[src/rtl/mem_arb_pkg.sv]
// Shared types and helpers for the OBI main-memory arbiter.
// Round-robin picker is sized for up to RR_MAX_REQ requesters.
package mem_arb_pkg;

   typedef enum logic [0:0] {
      ARB_IDLE   = 1'b0,
      ARB_LOCKED = 1'b1
   } arb_state_t;

   localparam int unsigned REQ_ICACHE = 0;
   localparam int unsigned REQ_DCACHE = 1;
   localparam int unsigned REQ_VPU    = 2;

   localparam int unsigned RR_MAX_REQ = 16;

   // First set bit of req at or after ptr, wrapping modulo num; returns ptr when req is empty.
   function automatic int unsigned rr_pick(input logic [RR_MAX_REQ-1:0] req,
                                           input int unsigned ptr,
                                           input int unsigned num);
      logic [31:0] idx;
      logic        found;
      rr_pick = ptr;
      found   = 1'b0;
      for (int unsigned i = 0; i < RR_MAX_REQ; i++) begin
         idx = ptr + i;
         if (idx >= num) idx = idx - num;
         if (i < num && !found && req[idx[3:0]]) begin
            rr_pick = idx;
            found   = 1'b1;
         end
      end
   endfunction

endpackage

[src/rtl/mem_arb_route_fifo.sv]
// Synchronous FIFO holding the requester index of each outstanding transaction.
module mem_arb_route_fifo #(
   parameter int unsigned DEPTH = 4,
   parameter int unsigned WIDTH = 2
) (
   input  logic             clk_i,
   input  logic             rst_i,
   input  logic             push_i,
   input  logic [WIDTH-1:0] data_i,
   input  logic             pop_i,
   output logic             full_o,
   output logic             empty_o,
   output logic [WIDTH-1:0] head_o
);
   localparam int unsigned PW = (DEPTH > 1) ? $clog2(DEPTH) : 1;
   localparam int unsigned CW = $clog2(DEPTH + 1);

   logic [WIDTH-1:0] mem_q [DEPTH];
   logic [PW-1:0]    wr_ptr_q, rd_ptr_q;
   logic [CW-1:0]    count_q;
   logic             do_push, do_pop;

   assign full_o  = (count_q == CW'(DEPTH));
   assign empty_o = (count_q == '0);
   assign head_o  = mem_q[rd_ptr_q];
   assign do_push = push_i && !full_o;
   assign do_pop  = pop_i && !empty_o;

   function automatic logic [PW-1:0] ptr_inc(input logic [PW-1:0] p);
      return (p == PW'(DEPTH - 1)) ? '0 : p + 1'b1;
   endfunction

   always_ff @(posedge clk_i or posedge rst_i) begin
      if (rst_i) begin
         wr_ptr_q <= '0;
         rd_ptr_q <= '0;
         count_q  <= '0;
      end else begin
         if (do_push) wr_ptr_q <= ptr_inc(wr_ptr_q);
         if (do_pop)  rd_ptr_q <= ptr_inc(rd_ptr_q);
         if (do_push && !do_pop)      count_q <= count_q + 1'b1;
         else if (do_pop && !do_push) count_q <= count_q - 1'b1;
      end
   end

   // Entry storage carries no reset: occupancy is tracked by the pointers.
   always_ff @(posedge clk_i) begin
      if (do_push) mem_q[wr_ptr_q] <= data_i;
   end

endmodule

[src/rtl/obi_mem_arbiter.sv]
// Round-robin OBI arbiter with burst lock sharing one main-memory port; responses routed by FIFO.
// Optional per-port grant/wait counters are built when ARB_PERF_CNT_EN is defined.
module obi_mem_arbiter
   import mem_arb_pkg::*;
#(
   parameter int unsigned NUM_REQ    = 3,
   parameter int unsigned ADDR_WIDTH = 32,
   parameter int unsigned DATA_WIDTH = 32,
   parameter int unsigned MAX_OUTST  = 4
) (
   input  logic                                  clk_i,
   input  logic                                  rst_i,
`ifdef ARB_PERF_CNT_EN
   output logic [NUM_REQ-1:0][31:0]              perf_gnt_cnt_o,
   output logic [NUM_REQ-1:0][31:0]              perf_wait_cnt_o,
`endif
   input  logic [NUM_REQ-1:0]                    req_i,
   output logic [NUM_REQ-1:0]                    gnt_o,
   input  logic [NUM_REQ-1:0]                    lock_i,
   input  logic [NUM_REQ-1:0]                    we_i,
   input  logic [NUM_REQ-1:0][DATA_WIDTH/8-1:0]  be_i,
   input  logic [NUM_REQ-1:0][ADDR_WIDTH-1:0]    addr_i,
   input  logic [NUM_REQ-1:0][DATA_WIDTH-1:0]    wdata_i,
   output logic [NUM_REQ-1:0]                    rvalid_o,
   output logic [DATA_WIDTH-1:0]                 rdata_o,
   output logic                                  mem_req_o,
   input  logic                                  mem_gnt_i,
   output logic                                  mem_we_o,
   output logic [DATA_WIDTH/8-1:0]               mem_be_o,
   output logic [ADDR_WIDTH-1:0]                 mem_addr_o,
   output logic [DATA_WIDTH-1:0]                 mem_wdata_o,
   input  logic                                  mem_rvalid_i,
   input  logic [DATA_WIDTH-1:0]                 mem_rdata_i
);
   localparam int unsigned IDX_W = $clog2(NUM_REQ);

   arb_state_t         state_q;
   logic [IDX_W-1:0]   owner_q, rr_ptr_q, winner, rr_next, head;
   logic [NUM_REQ-1:0] eligible;
   logic               fifo_full, fifo_empty, accept, resp_ok;

   always_comb begin
      eligible = req_i;
      if (state_q == ARB_LOCKED) eligible = req_i & (NUM_REQ'(1) << owner_q);
   end

   assign winner  = IDX_W'(rr_pick(RR_MAX_REQ'(eligible), 32'(rr_ptr_q), NUM_REQ));
   assign rr_next = (winner == IDX_W'(NUM_REQ - 1)) ? '0 : winner + 1'b1;

   // Full is judged on current occupancy, so a same-cycle response never frees a slot early.
   assign mem_req_o = !rst_i && (|eligible) && !fifo_full;
   assign accept    = mem_req_o && mem_gnt_i;

   always_comb begin
      gnt_o = '0;
      if (accept) gnt_o[winner] = 1'b1;
   end

   assign mem_we_o    = we_i[winner];
   assign mem_be_o    = be_i[winner];
   assign mem_addr_o  = addr_i[winner];
   assign mem_wdata_o = wdata_i[winner];

   // A response with nothing outstanding is dropped rather than misrouted.
   assign resp_ok = !rst_i && mem_rvalid_i && !fifo_empty;
   assign rdata_o = mem_rdata_i;

   always_comb begin
      rvalid_o = '0;
      if (resp_ok) rvalid_o[head] = 1'b1;
   end

   mem_arb_route_fifo #(
      .DEPTH (MAX_OUTST),
      .WIDTH (IDX_W)
   ) u_route_fifo (
      .clk_i   (clk_i),
      .rst_i   (rst_i),
      .push_i  (accept),
      .data_i  (winner),
      .pop_i   (resp_ok),
      .full_o  (fifo_full),
      .empty_o (fifo_empty),
      .head_o  (head)
   );

   always_ff @(posedge clk_i or posedge rst_i) begin
      if (rst_i) begin
         state_q  <= ARB_IDLE;
         owner_q  <= '0;
         rr_ptr_q <= '0;
      end else begin
         case (state_q)
            ARB_IDLE: begin
               if (accept) begin
                  rr_ptr_q <= rr_next;
                  if (lock_i[winner]) begin
                     state_q <= ARB_LOCKED;
                     owner_q <= winner;
                  end
               end
            end
            ARB_LOCKED: begin
               // Pointer stays frozen for the burst and moves on the beat that releases it.
               if (accept) begin
                  if (!lock_i[owner_q]) begin
                     state_q  <= ARB_IDLE;
                     rr_ptr_q <= rr_next;
                  end
               end else if (!req_i[owner_q] && !lock_i[owner_q]) begin
                  state_q <= ARB_IDLE;
               end
            end
            default: state_q <= ARB_IDLE;
         endcase
      end
   end

`ifndef SYNTHESIS
   always @(posedge clk_i) begin
      if (!rst_i) begin
         assert (!(mem_rvalid_i && fifo_empty))
            else $warning("obi_mem_arbiter: response with no outstanding transaction dropped");
      end
   end
`endif

`ifdef ARB_PERF_CNT_EN
   function automatic logic [31:0] sat_inc(input logic [31:0] v);
      return (v == 32'hFFFF_FFFF) ? v : v + 32'd1;
   endfunction

   always_ff @(posedge clk_i or posedge rst_i) begin
      if (rst_i) begin
         perf_gnt_cnt_o  <= '0;
         perf_wait_cnt_o <= '0;
      end else begin
         for (int k = 0; k < NUM_REQ; k++) begin
            if (gnt_o[k])             perf_gnt_cnt_o[k]  <= sat_inc(perf_gnt_cnt_o[k]);
            if (req_i[k] && !gnt_o[k]) perf_wait_cnt_o[k] <= sat_inc(perf_wait_cnt_o[k]);
         end
      end
   end
`endif

endmodule

[config.mk]
export PLATFORM = sky130hd
export DESIGN_NAME = obi_mem_arbiter
export DESIGN_NICKNAME = d
export VERILOG_FILES = /design/src/rtl/mem_arb_pkg.sv /design/src/rtl/mem_arb_route_fifo.sv /design/src/rtl/obi_mem_arbiter.sv
export SDC_FILE = /design/constraint.sdc
export NUM_CORES = 1
export LEC_CHECK = 0
export ABC_AREA = 1
export CORE_AREA = 2 2 138 140
export CTS_CLUSTER_DIAMETER = 60
export CTS_CLUSTER_SIZE = 20
export DETAILED_ROUTE_END_ITERATION = 6
export DIE_AREA = 0 0 140 142
export PLACE_DENSITY = 0.57
export SYNTH_ARGS = -nofsm -noshare
export SYNTH_HDL_FRONTEND = slang
export SYNTH_SLANG_ARGS = --single-unit
[constraint.sdc]
create_clock -name clk_i -period 2.6 [get_ports clk_i]
set_input_delay 0.26 -clock clk_i [delete_from_list [all_inputs] [get_ports clk_i]]
set_output_delay 0.26 -clock clk_i [all_outputs]
set_load 0.03 [all_outputs]
After elaboration in Yosys (flattened, before gate mapping)
Memory sizes are Yosys's and may differ from the RTL's.
Index checks and enable logic that the tools add are counted.
{ "op_classes": {"n_addsub": 10, "n_lt_le_gt_ge": 11, "eq_ne": 7, "shifts": 1, "muxes": 52, "bitwise": 2, "reduce_logical": 28} }
{ "op_table": {"columns": ["operator", "n"], "rows": [
  ["32-bit binary-select mux with 2-bit select", 2],
  ["32-bit 2-to-1 mux", 2],
  ["1-bit 2-to-1 mux", 18],
  ["2-bit 2-to-1 mux", 9],
  ["4-bit 2-to-1 mux", 4],
  ["4-bit by 5-bit less-than comparator with 1-bit output, second input constant", 3],
  ["3-bit 2-to-1 mux", 5],
  ["1-bit logical AND", 14],
  ["1-bit binary-select mux with 4-bit select", 3],
  ["1-bit zero test", 9],
  ["2-bit by 3-bit less-than comparator with 1-bit output, second input constant", 3],
  ["1-bit binary-select mux with 2-bit select", 4],
  ["4-bit binary-select mux with 2-bit select", 1],
  ["3-bit by 2-bit subtractor with 4-bit output, second input constant", 2],
  ["2-bit by 1-bit adder with 2-bit output, second input constant", 3],
  ["2-bit == test, second input constant", 3],
  ["3-bit by 2-bit greater-or-equal comparator with 1-bit output, second input constant", 2],
  ["3-bit AND reduction", 2],
  ["1-bit demux with 2-bit select", 2],
  ["2-bit by 1-bit greater-or-equal comparator with 1-bit output, second input constant", 2],
  ["2-bit by 1-bit != test with 1-bit output, second input constant", 2],
  ["2-bit case mux with 2 select lines", 1],
  ["2-bit by 1-bit adder with 3-bit output, second input constant", 1],
  ["2-bit by 2-bit adder with 3-bit output, second input constant", 1],
  ["13 further kinds", 13]
]} }
{ "word_totals": {"reg_bits": 12, "mem_bits_rw": 8, "input_bits": 249, "output_inout_bits": 108, "elab_cells": 118, "mem_count": 1} }
{ "mem_list": {"columns": ["name", "depth", "width", "rd", "rd_clocked_by_memory_dff", "wr", "line", "rtl"], "rows": [
  ["u_route_fifo.mem_q", 4, 2, 1, 0, 1, "mem_arb_route_fifo.sv:18", "logic [WIDTH-1:0] mem_q [DEPTH];"]
]} }

Depth between registers and ports, before layout
Gate-level depths: netlist of run 1.
{ "logic_depth": {"word_depth": 17, "depth_mapped": 18, "ltp_nobuf": 18} }

Hierarchy
From an unflattened synthesis of run 1, not the netlist that was laid out.
{ "hier_totals": {"cells_unflattened": 540, "hier_area_um2": 3205.6} }
{ "modules_own_cells": {"columns": ["mod", "n_inst", "cells_per_inst", "area_each_um2", "seq_area_each_um2"], "rows": [
  ["obi_mem_arbiter", 1, 455, 2404.8, 125.1],
  ["mem_arb_route_fifo", 1, 85, 800.8, 415.4]
]} }

Least setup slack after synthesis of run 1
Ideal clock, no wire load.
{ "synth_timing": {"path_type": "reg2out", "start": "reg rr_ptr_q[1]", "end": "out gnt_o[1]", "t_arrival_ps": 2333, "required_ps": 2340, "slack_ps": 7, "stages_incl_launch_ff": 14, "path_buffers": 0, "path_cell_list": "dfrtp_1 > inv_1 > ha_1 > inv_1 > nand3_1 > nand2_1 > nand2_1 > nand2_2 > nand2_1 > nor2_4 > inv_2 > nand2_1 > nand2_1 > nor3_1"} }
{ "synth_via": {"elab_chain_len": 16, "word_cells_on_any_way": 32, "classes_between": "5 x add/sub; 5 x order compare; 17 x mux; 5 x reduce/logical"} }
{ "synth_lines": {"columns": ["item", "line", "rtl"], "rows": [
  ["start, declared", "obi_mem_arbiter.sv:38", "logic [IDX_W-1:0] owner_q, rr_ptr_q, winner, rr_next, head;"],
  ["start signal, assigned", "obi_mem_arbiter.sv:96", "rr_ptr_q <= rr_next;"],
  ["start signal, assigned", "obi_mem_arbiter.sv:108", "rr_ptr_q <= rr_next;"],
  ["branches (longest 10 deep; another with 3-bit by 2-bit subtractor with 4-bit output)", null, null],
  ["2-bit 2-to-1 mux (*)", "mem_arb_pkg.sv:27", "if (i < num && !found && req[idx[3:0]]) begin"],
  ["2-bit by 3-bit less-than comparator with 1-bit output (not written as such) / 2-bit by 1-bit greater-or-equal comparator with 1-bit output (equally long branches)", "obi_mem_arbiter.sv:56", "if (accept) gnt_o[winner] = 1'b1;"],
  ["1-bit logical AND (not written as such)", "obi_mem_arbiter.sv:56", null],
  ["1-bit 2-to-1 mux (not written as such)", "obi_mem_arbiter.sv:56", null],
  ["1-bit demux with 2-bit select (*)", "obi_mem_arbiter.sv:56", null],
  ["3-bit 2-to-1 mux (*)", "obi_mem_arbiter.sv:56", null],
  ["end, declared", "obi_mem_arbiter.sv:18", "output logic [NUM_REQ-1:0] gnt_o,"]
]} }
Mark *: on every way between the ends. The select of a mux whose other input is x is not followed.

Final worst setup path of run 1
{ "layout_timing": {"start": "reg rr_ptr_q[0]", "end": "out mem_addr_o[17]"} }
{ "layout_via": {"elab_chain_len": 13, "word_cells_on_any_way": 28, "classes_between": "5 x add/sub; 3 x order compare; 16 x mux; 4 x reduce/logical"} }
{ "layout_lines": {"columns": ["item", "line", "rtl"], "rows": [
  ["branches (longest 10 deep; another with 3-bit by 2-bit subtractor with 4-bit output)", null, null],
  ["2-bit 2-to-1 mux (*)", "mem_arb_pkg.sv:27", null],
  ["via u_route_fifo.data_i[0]", "mem_arb_route_fifo.sv:9", "input logic [WIDTH-1:0] data_i,"],
  ["32-bit binary-select mux with 2-bit select (*)", "obi_mem_arbiter.sv:61", "assign mem_addr_o = addr_i[winner];"],
  ["32-bit 2-to-1 mux (not written as such) (*)", "obi_mem_arbiter.sv:61", null],
  ["end, declared", "obi_mem_arbiter.sv:30", "output logic [ADDR_WIDTH-1:0] mem_addr_o,"]
]} }
Mark *: on every way through the listed nets, which the timed path passes. The select of a mux whose other input is x is not followed.

==> run metrics, run 1 <==
dpl cells 1038; Post-Route Utilization 0.4210; Sequential Area 543.0 um2; All-Layer GR Usage 0.1583; Cell Count, Final, Fillers Out 1077; die area 19880 um2; routed wire length 17010 um; synth-to-layout area growth 160.1%; initial core utilization 0.1619; Cell variety after synth 32; DRC viols 28; Post-DP HPWL 12510 um; multi-input logic area 2599 um2; First-pass DRT Iterations 7; Final Hold Fails 0; wl on met1 6943 um; CP Max Fanout 7; gpl congestion 0.8248; Post-Route Skew 4.568 ps; initial antenna violation count 1; WL per Instance 15.79 um; worst-margin pin slew 482.7 ps; register area share after synthesis 0.1809; worst skew pair latency 250 ps; number of global-route vias before repair 4784; CP max stage delay 410 ps; cts hold-fix bufs 0; Max Clock Freq 0.3395 GHz; slew margin rel. 0.6778; WHS 396.1 ps; CP required 2340 ps; synthesized net count 781; Via density 4.230; RSZ-0062 raised after global routing true; Setup crit start kind flop; CTS Buffer Depth 2; largest net degree at the start of global routing 17; Syn. warnings 0; Slew Limit Fails 0; met2 routed WL 8562 um; number of buffers created by CTS 3; Final Net Count 1104; crit-path cells buf_6 > ha_4 > inv_4 > nand3_2 > nand2_2 > nand2_4 > nand2_8 > nand4_1 > nand2_1 > inv_2 > nand2_4 > nand2_4 > nor2_4 > buf_12 > buf_12 > buf_12 > nand2_2 > nand3_2 > buf_6; Post-Syn Instances 520; CTS H-tree lvls 1; Rows 50; kind of critical path flop to output pin; failing checks DRC, setup timing; Post-Synthesis Cell Area 2988 um2; WL met3 1134 um; critical path's slowest cell dfrtp_1; Final Setup Violations 75; Initial DRC Count 138; outcome finished with violations; Die Y 142 um; max_cap viols 0; CTS tree yes; Arr. time, crit path 2690 ps; via total after detailed routing 4556; crit path setup slack, layout -345.6 ps; Root Buffer clkbuf_16; final antenna-violating net count 0; Die W 140 um; Yosys reg bits 20; Max Used Layer met5; core area 18460 um2; grt ovf 0; layout cells sized above 1 0.3705; fill count 1839; R2R cell count 22; clock slew at reported path FFs 60 ps; Buffers on Ports 292; Syn Area/Cell 5.746 um2; Tcrit/Tclk final 1.133; Worst Setup End Kind output pin; Clock Sinks 20; first-pass GRT wire length 24900 um; Ports 357; worst min path class input pin to asynchronous set/reset pin; minimum clock period 2946 ps; accumulated negative setup slack -22310 ps
## cells by family after synthesis
kind of cell             count (synthesis)  share of synthesized area
buffers and inverters                   86                     0.1776
adder cells (fa/ha/maj)                 12                    0.05276
flip-flops                              20                     0.1809
AO/OA/AOI/OAI                           22                    0.04355
AND/OR/NAND/NOR                        377                     0.5356
multiplexers                             1                   0.003769
XOR/XNOR                                 2                   0.005864
## worst max-delay path, delay by kind of cell, from the launching register on
kind                       cells  cell delay [ps]
and+or+nand+nor               11             1040
buffers and inverters          7              810
DFF                            1              410
adders and majority gates      1              170
## sequential cells by signal, summed over array words and instances, names as in the netlist
signal / flops
owner_q: 2
rr_ptr_q: 2
state_q: 1
u_route_fifo.count_q: 3
u_route_fifo.mem_q: 8
u_route_fifo.rd_ptr_q: 2
u_route_fifo.wr_ptr_q: 2
## cell usage after synthesis
master	number	area, um2
mux2_2	1	11.26
o21ai_1	1	5.000
nor2_4	3	33.78
a21oi_1	6	30.03
nand2_1	261	979.7
buf_6	9	101.4
inv_4	1	6.260
buf_4	33	247.7
a32o_1	1	10.01
dfrtp_1	12	300.3
nor2_1	12	45.04
nand3_1	84	420.4
o31ai_1	1	7.510
nand2_4	1	11.26
nand4_1	4	25.02
nand2_2	4	25.02
inv_2	2	7.510
clkbuf_1	1	3.750
nor2_8	1	20.02
a32oi_1	1	8.760
nor3_1	6	30.03
edfxtp_1	8	240.2
a31oi_1	2	12.51
fa_1	1	20.02
o21ai_0	8	40.04
a22oi_1	1	7.510
a21oi_2	1	8.760
nand3_2	1	10.01
inv_1	29	108.9
buf_2	11	55.05
xnor2_1	2	17.52
ha_1	11	137.6
## timing repair
| item | 4_1_cts | 5_1_grt |
|---|---|---|
| setup endpoints to repair | 72 | 77 |
| gates cloned | 8 | 1 |
| gates resized for setup | 196 | 65 |
| pin swaps | 34 | 17 |
| buffers inserted | 24 | 5 |
## metal layers
metal,vias to the layer above,GRT usage
met4,2,0.03402
li1,2274,-
met5,-,0
met2,186,0.2865
met3,30,0.03836
met1,2064,0.1909
## through the flow
stage          worst slack [ps]  instance area [um2]
3_3_place_gp             -210.9                 6171
3_5_place_dp             -225.2                 6171
4_1_cts                  -334.6                 7523
2_1_floorplan             6.985                 2988
5_1_grt                  -484.2                 7767
6_report                 -345.6                 7770
## layout by cell type, fill, tap and decap left out, types with 4 or more instances in the layout
| master | synthesis | layout |
|---|---|---|
| buf_6 | 9 | 71 |
| nand2_2 | 4 | 40 |
| a21oi_1 | 6 | 5 |
| edfxtp_1 | 8 | 8 |
| clkdlybuf4s50_1 | 0 | 219 |
| inv_1 | 29 | 22 |
| buf_4 | 33 | 47 |
| nand2_1 | 261 | 207 |
| nand3_2 | 1 | 68 |
| buf_12 | 0 | 25 |
| o21ai_0 | 8 | 7 |
| nand4_1 | 4 | 4 |
| nor2_1 | 12 | 10 |
| nor2_4 | 3 | 4 |
| clkbuf_16 | 0 | 4 |
| inv_2 | 2 | 7 |
| nand2_4 | 1 | 18 |
| dfrtp_1 | 12 | 10 |
| ha_1 | 11 | 7 |
| ha_4 | 0 | 4 |
| nand3_1 | 84 | 17 |
## area by class of cell
cell class	instances	share of cell area
antenna	1	0.0003221
clock buffer	3	0.009662
clock inverter	1	0.003865
inverter	32	0.01707
multi-input combinational	414	0.3345
sequential	20	0.06989
tap	234	0.03768
timing repair buffer	372	0.5271
## final timing paths
| path | from | to | slack (ps) |
|---|---|---|---|
| min in group clk_i | u_route_fifo.count_q[2] | u_route_fifo.count_q[2] | 500 |
| max reg2reg | rr_ptr_q[0] | state_q | -270 |
| min | rst_i | u_route_fifo.wr_ptr_q[1] | 400 |
| min reg2reg | u_route_fifo.count_q[2] | u_route_fifo.count_q[2] | 500 |
| max | rr_ptr_q[0] | mem_addr_o[17] | -350 |
| max in group asynchronous | rst_i | owner_q[0] | 1850 |
Power of run 1 is not shown: default switching activity piles up to over one toggle a cycle in this logic, so the estimate is an artifact.
==> run 2, diff against run 1 <==
ABC_CLOCK_PERIOD_IN_PS = 2600   (was not set)
==> results of run 2 <==
Same layout as run 1: the final DEF is identical, and so are final timing and power.
Power of run 2 is left out for the same reason.
==> run 3, diff against run 2 <==
--- a/config.mk
+++ b/config.mk
@@ -7,11 +7,11 @@
 export LEC_CHECK = 0
 export ABC_AREA = 1
-export ABC_CLOCK_PERIOD_IN_PS = 2600
+export ABC_CLOCK_PERIOD_IN_PS = 3500
 export CORE_AREA = 2 2 138 140
 export CTS_CLUSTER_DIAMETER = 60
-export CTS_CLUSTER_SIZE = 20
+export CTS_CLUSTER_SIZE = 10
 export DETAILED_ROUTE_END_ITERATION = 6
 export DIE_AREA = 0 0 140 142
-export PLACE_DENSITY = 0.57
+export PLACE_DENSITY = 0.55
 export SYNTH_ARGS = -nofsm -noshare
 export SYNTH_HDL_FRONTEND = slang
==> constraint.sdc (replaced) <==
create_clock -name clk_i -period 3.5 [get_ports clk_i]
set_input_delay 0.525 -clock clk_i [delete_from_list [all_inputs] [get_ports clk_i]]
set_output_delay 0.525 -clock clk_i [all_outputs]
set_load 0.03 [all_outputs]
==> run 3 against run 2 <==
Utilization is 7.8 points lower. Highest routed layer is now met4. Die area stayed put. The flow finishes with violations (DRC). Sequential share of layout area is 1.6 points higher. Final area is 18% lower. Setup slack better by 500 ps.
==> run metrics, run 3 (synthesized netlist as in run 1, its figures left out) <==
outcome finished with violations (unchanged); failing checks DRC (was DRC, setup timing); Largest regs u_route_fifo.mem_q x8, u_route_fifo.count_q x3 (unchanged); slew margin rel. 0.6540 (was 0.6778); Cell Count, Final, Fillers Out 1017 (was 1077); pre-CTS setup slack 23.54 ps (was -225.2 ps); Final Hold Fails 0 (unchanged); worst min path class flop to flop (was input pin to asynchronous set/reset pin); Buffers on Ports 292 (unchanged); worst skew pair latency 250 ps (about the same); synth-to-layout area growth 112.1% (was 160.1%); Via density 4.120 (was 4.230); Worst Setup End Kind output pin (unchanged); CP max stage delay 410 ps (about the same); CTS Buffer Depth 2 (unchanged); grt ovf 0 (unchanged); fill count 1958 (was 1839); critical path's slowest cell dfrtp_1 (unchanged); Initial DRC Count 187 (was 138); Top reg by flops u_route_fifo.mem_q (unchanged); Rows 50 (unchanged); crit path setup slack, layout 152.2 ps (was -345.6 ps); Setup crit start kind flop (unchanged); RSZ-0062 raised after global routing true (unchanged); dpl cells 1002 (was 1038); Area after DPL 5881 um2 (was 6171 um2); Diodes inserted 0 (was 1); crit-path cells inv_2 > ha_2 > inv_1 > a21oi_1 > a21oi_2 > nand2_1 > nand2_2 > nor2_4 > nand2_1 > nand2_4 > inv_6 > nor2_4 > buf_12 > buf_6 > nand2_1 > nand3_1 > buf_4 (was buf_6 > ha_4 > inv_4 > nand3_2 > nand2_2 > nand2_4 > nand2_8 > nand4_1 > nand2_1 > inv_2 > nand2_4 > nand2_4 > nor2_4 > buf_12 > buf_12 > buf_12 > nand2_2 > nand3_2 > buf_6); accumulated negative setup slack 0 ps (was -22310 ps); Arr. time, crit path 2820 ps (was 2690 ps); Slew Limit Fails 0 (unchanged); WL per Instance 15.39 um (was 15.79 um); commonest non-fill, non-tap cell in the layout nand2_1 (was clkdlybuf4s50_1); cts hold-fix bufs 0 (unchanged); layout cells sized above 1 0.1622 (was 0.3705); Final Net Count 1045 (was 1104); Worst path most repeated cell nand2_1; RR Startpoint owner_q[0] (was rr_ptr_q[0]); Die W 140 um (unchanged); final antenna-violating net count 0 (unchanged); R2R cell count 11 (was 22); initial antenna violation count 0 (was 1); hold wc startpoint u_route_fifo.count_q[2]; CTS tree yes (unchanged); Largest register FFs 8 (unchanged); Clock Sinks 20 (unchanged); Final Setup Violations 0 (was 75); Register-to-Register Setup Slack 960 ps (was -270 ps); hold depth 1; FF-to-FF End u_route_fifo.count_q[1] (was state_q); Die Y 142 um (unchanged); worst hold endpoint u_route_fifo.count_q[2]; Post-DP HPWL 11900 um (was 12510 um); CTS H-tree lvls 1 (unchanged); All-Layer GR Usage 0.1319 (was 0.1583); minimum clock period 3348 ps; largest net degree at the start of global routing 40 (was 17); max_cap viols 0 (unchanged); first-pass GRT wire length 20790 um (was 24900 um); Ports 357 (unchanged); clock slew at reported path FFs 60 ps (about the same); Post-Route Skew 1.424 ps (was 4.568 ps); number of buffers created by CTS 3 (unchanged); kind of critical path flop to output pin (unchanged); gpl congestion 0.8179 (was 0.8248); First-pass DRT Iterations 7 (unchanged); initial core utilization 0.1619 (unchanged); worst-margin pin slew 518.4 ps (was 482.7 ps); Final Cell Area 6339 um2 (was 7770 um2); die area 19880 um2 (unchanged); Tcrit/Tclk final 0.9565; most frequent cells in the layout 257 x nand2_1, 219 x clkdlybuf4s50_1, 77 x nand3_1 (was 219 x clkdlybuf4s50_1, 207 x nand2_1, 71 x buf_6); Root Buffer clkbuf_16 (unchanged); number of global-route vias before repair 3880 (was 4784); routed wire length 15650 um (was 17010 um); CP Max Fanout 10 (was 7); Max Clock Freq 0.2987 GHz; via total after detailed routing 4190 (was 4556); core area 18460 um2 (unchanged); DRC viols 14 (was 28); CP required 2970 ps (was 2340 ps)
-- run 3: cell count changes in the layout (fill, tap and decap cells not counted), sizes merged --
cell          before  now
dlygate4sd2        0    1
bufbuf             3    0
dlymetal6s2s       0    1
buf              149   87
diode              1    0
clkbuf             4    8
-- run 3: worst max-delay path: cells and delay by family (launching register included) --
kind	cells	cell delay, ps
compound gates	2	300
fa+ha+maj	1	210
buf+inv	6	800
flops	1	410
simple gates	8	870
-- run 3: timing repair --
action,in CTS,in global routing
endpoints found under the hold margin,0,0
resized for setup,1,40
endpoints found under the setup margin,1,70
pin swaps,0,6
buffers inserted,0,4
gates cloned,0,7
-- run 3: stage by stage --
step	hold slack (ps)	util
after floorplan	389.7	-
after global placement	492.0	0.3186
after detailed placement	491.2	0.3186
after CTS	503.5	0.3243
after global routing	529.9	0.3435
final	497.8	0.3435
-- run 3: worst max-delay path by stage --
stage          slack [ps]             end   startpoint
2_1_floorplan         640        gnt_o[1]  rr_ptr_q[1]
3_3_place_gp            8        gnt_o[2]     req_i[1]
3_5_place_dp           20        gnt_o[2]     req_i[1]
4_1_cts                60     mem_be_o[3]  rr_ptr_q[0]
5_1_grt               -20  mem_addr_o[24]  rr_ptr_q[0]
6_report              150   mem_addr_o[4]  rr_ptr_q[0]
-- run 3: cell type report --
class	instances	area, um2	share of cell area
clock buffers	3	75.07	0.01184
multi-input cells	414	1972	0.3111
clock inverters	1	30.03	0.004737
repair buffers	313	3302	0.5209
well taps	234	292.8	0.04619
flip-flops and latches	20	541.8	0.08547
inverters	32	125.1	0.01974
-- run 3: routing by layer --
| metal | vias to the layer above | GRT usage | wire (um) |
|---|---|---|---|
| li1 | 2151 | - | - |
| met1 | 1844 | 0.1672 | 6544 |
| met2 | 183 | 0.2331 | 7869 |
| met3 | 12 | 0.03600 | 1140 |
| met4 | 0 | 0.01276 | 96 |
| met5 | - | 0 | 0 |
Power of run 3 is left out for the same reason.
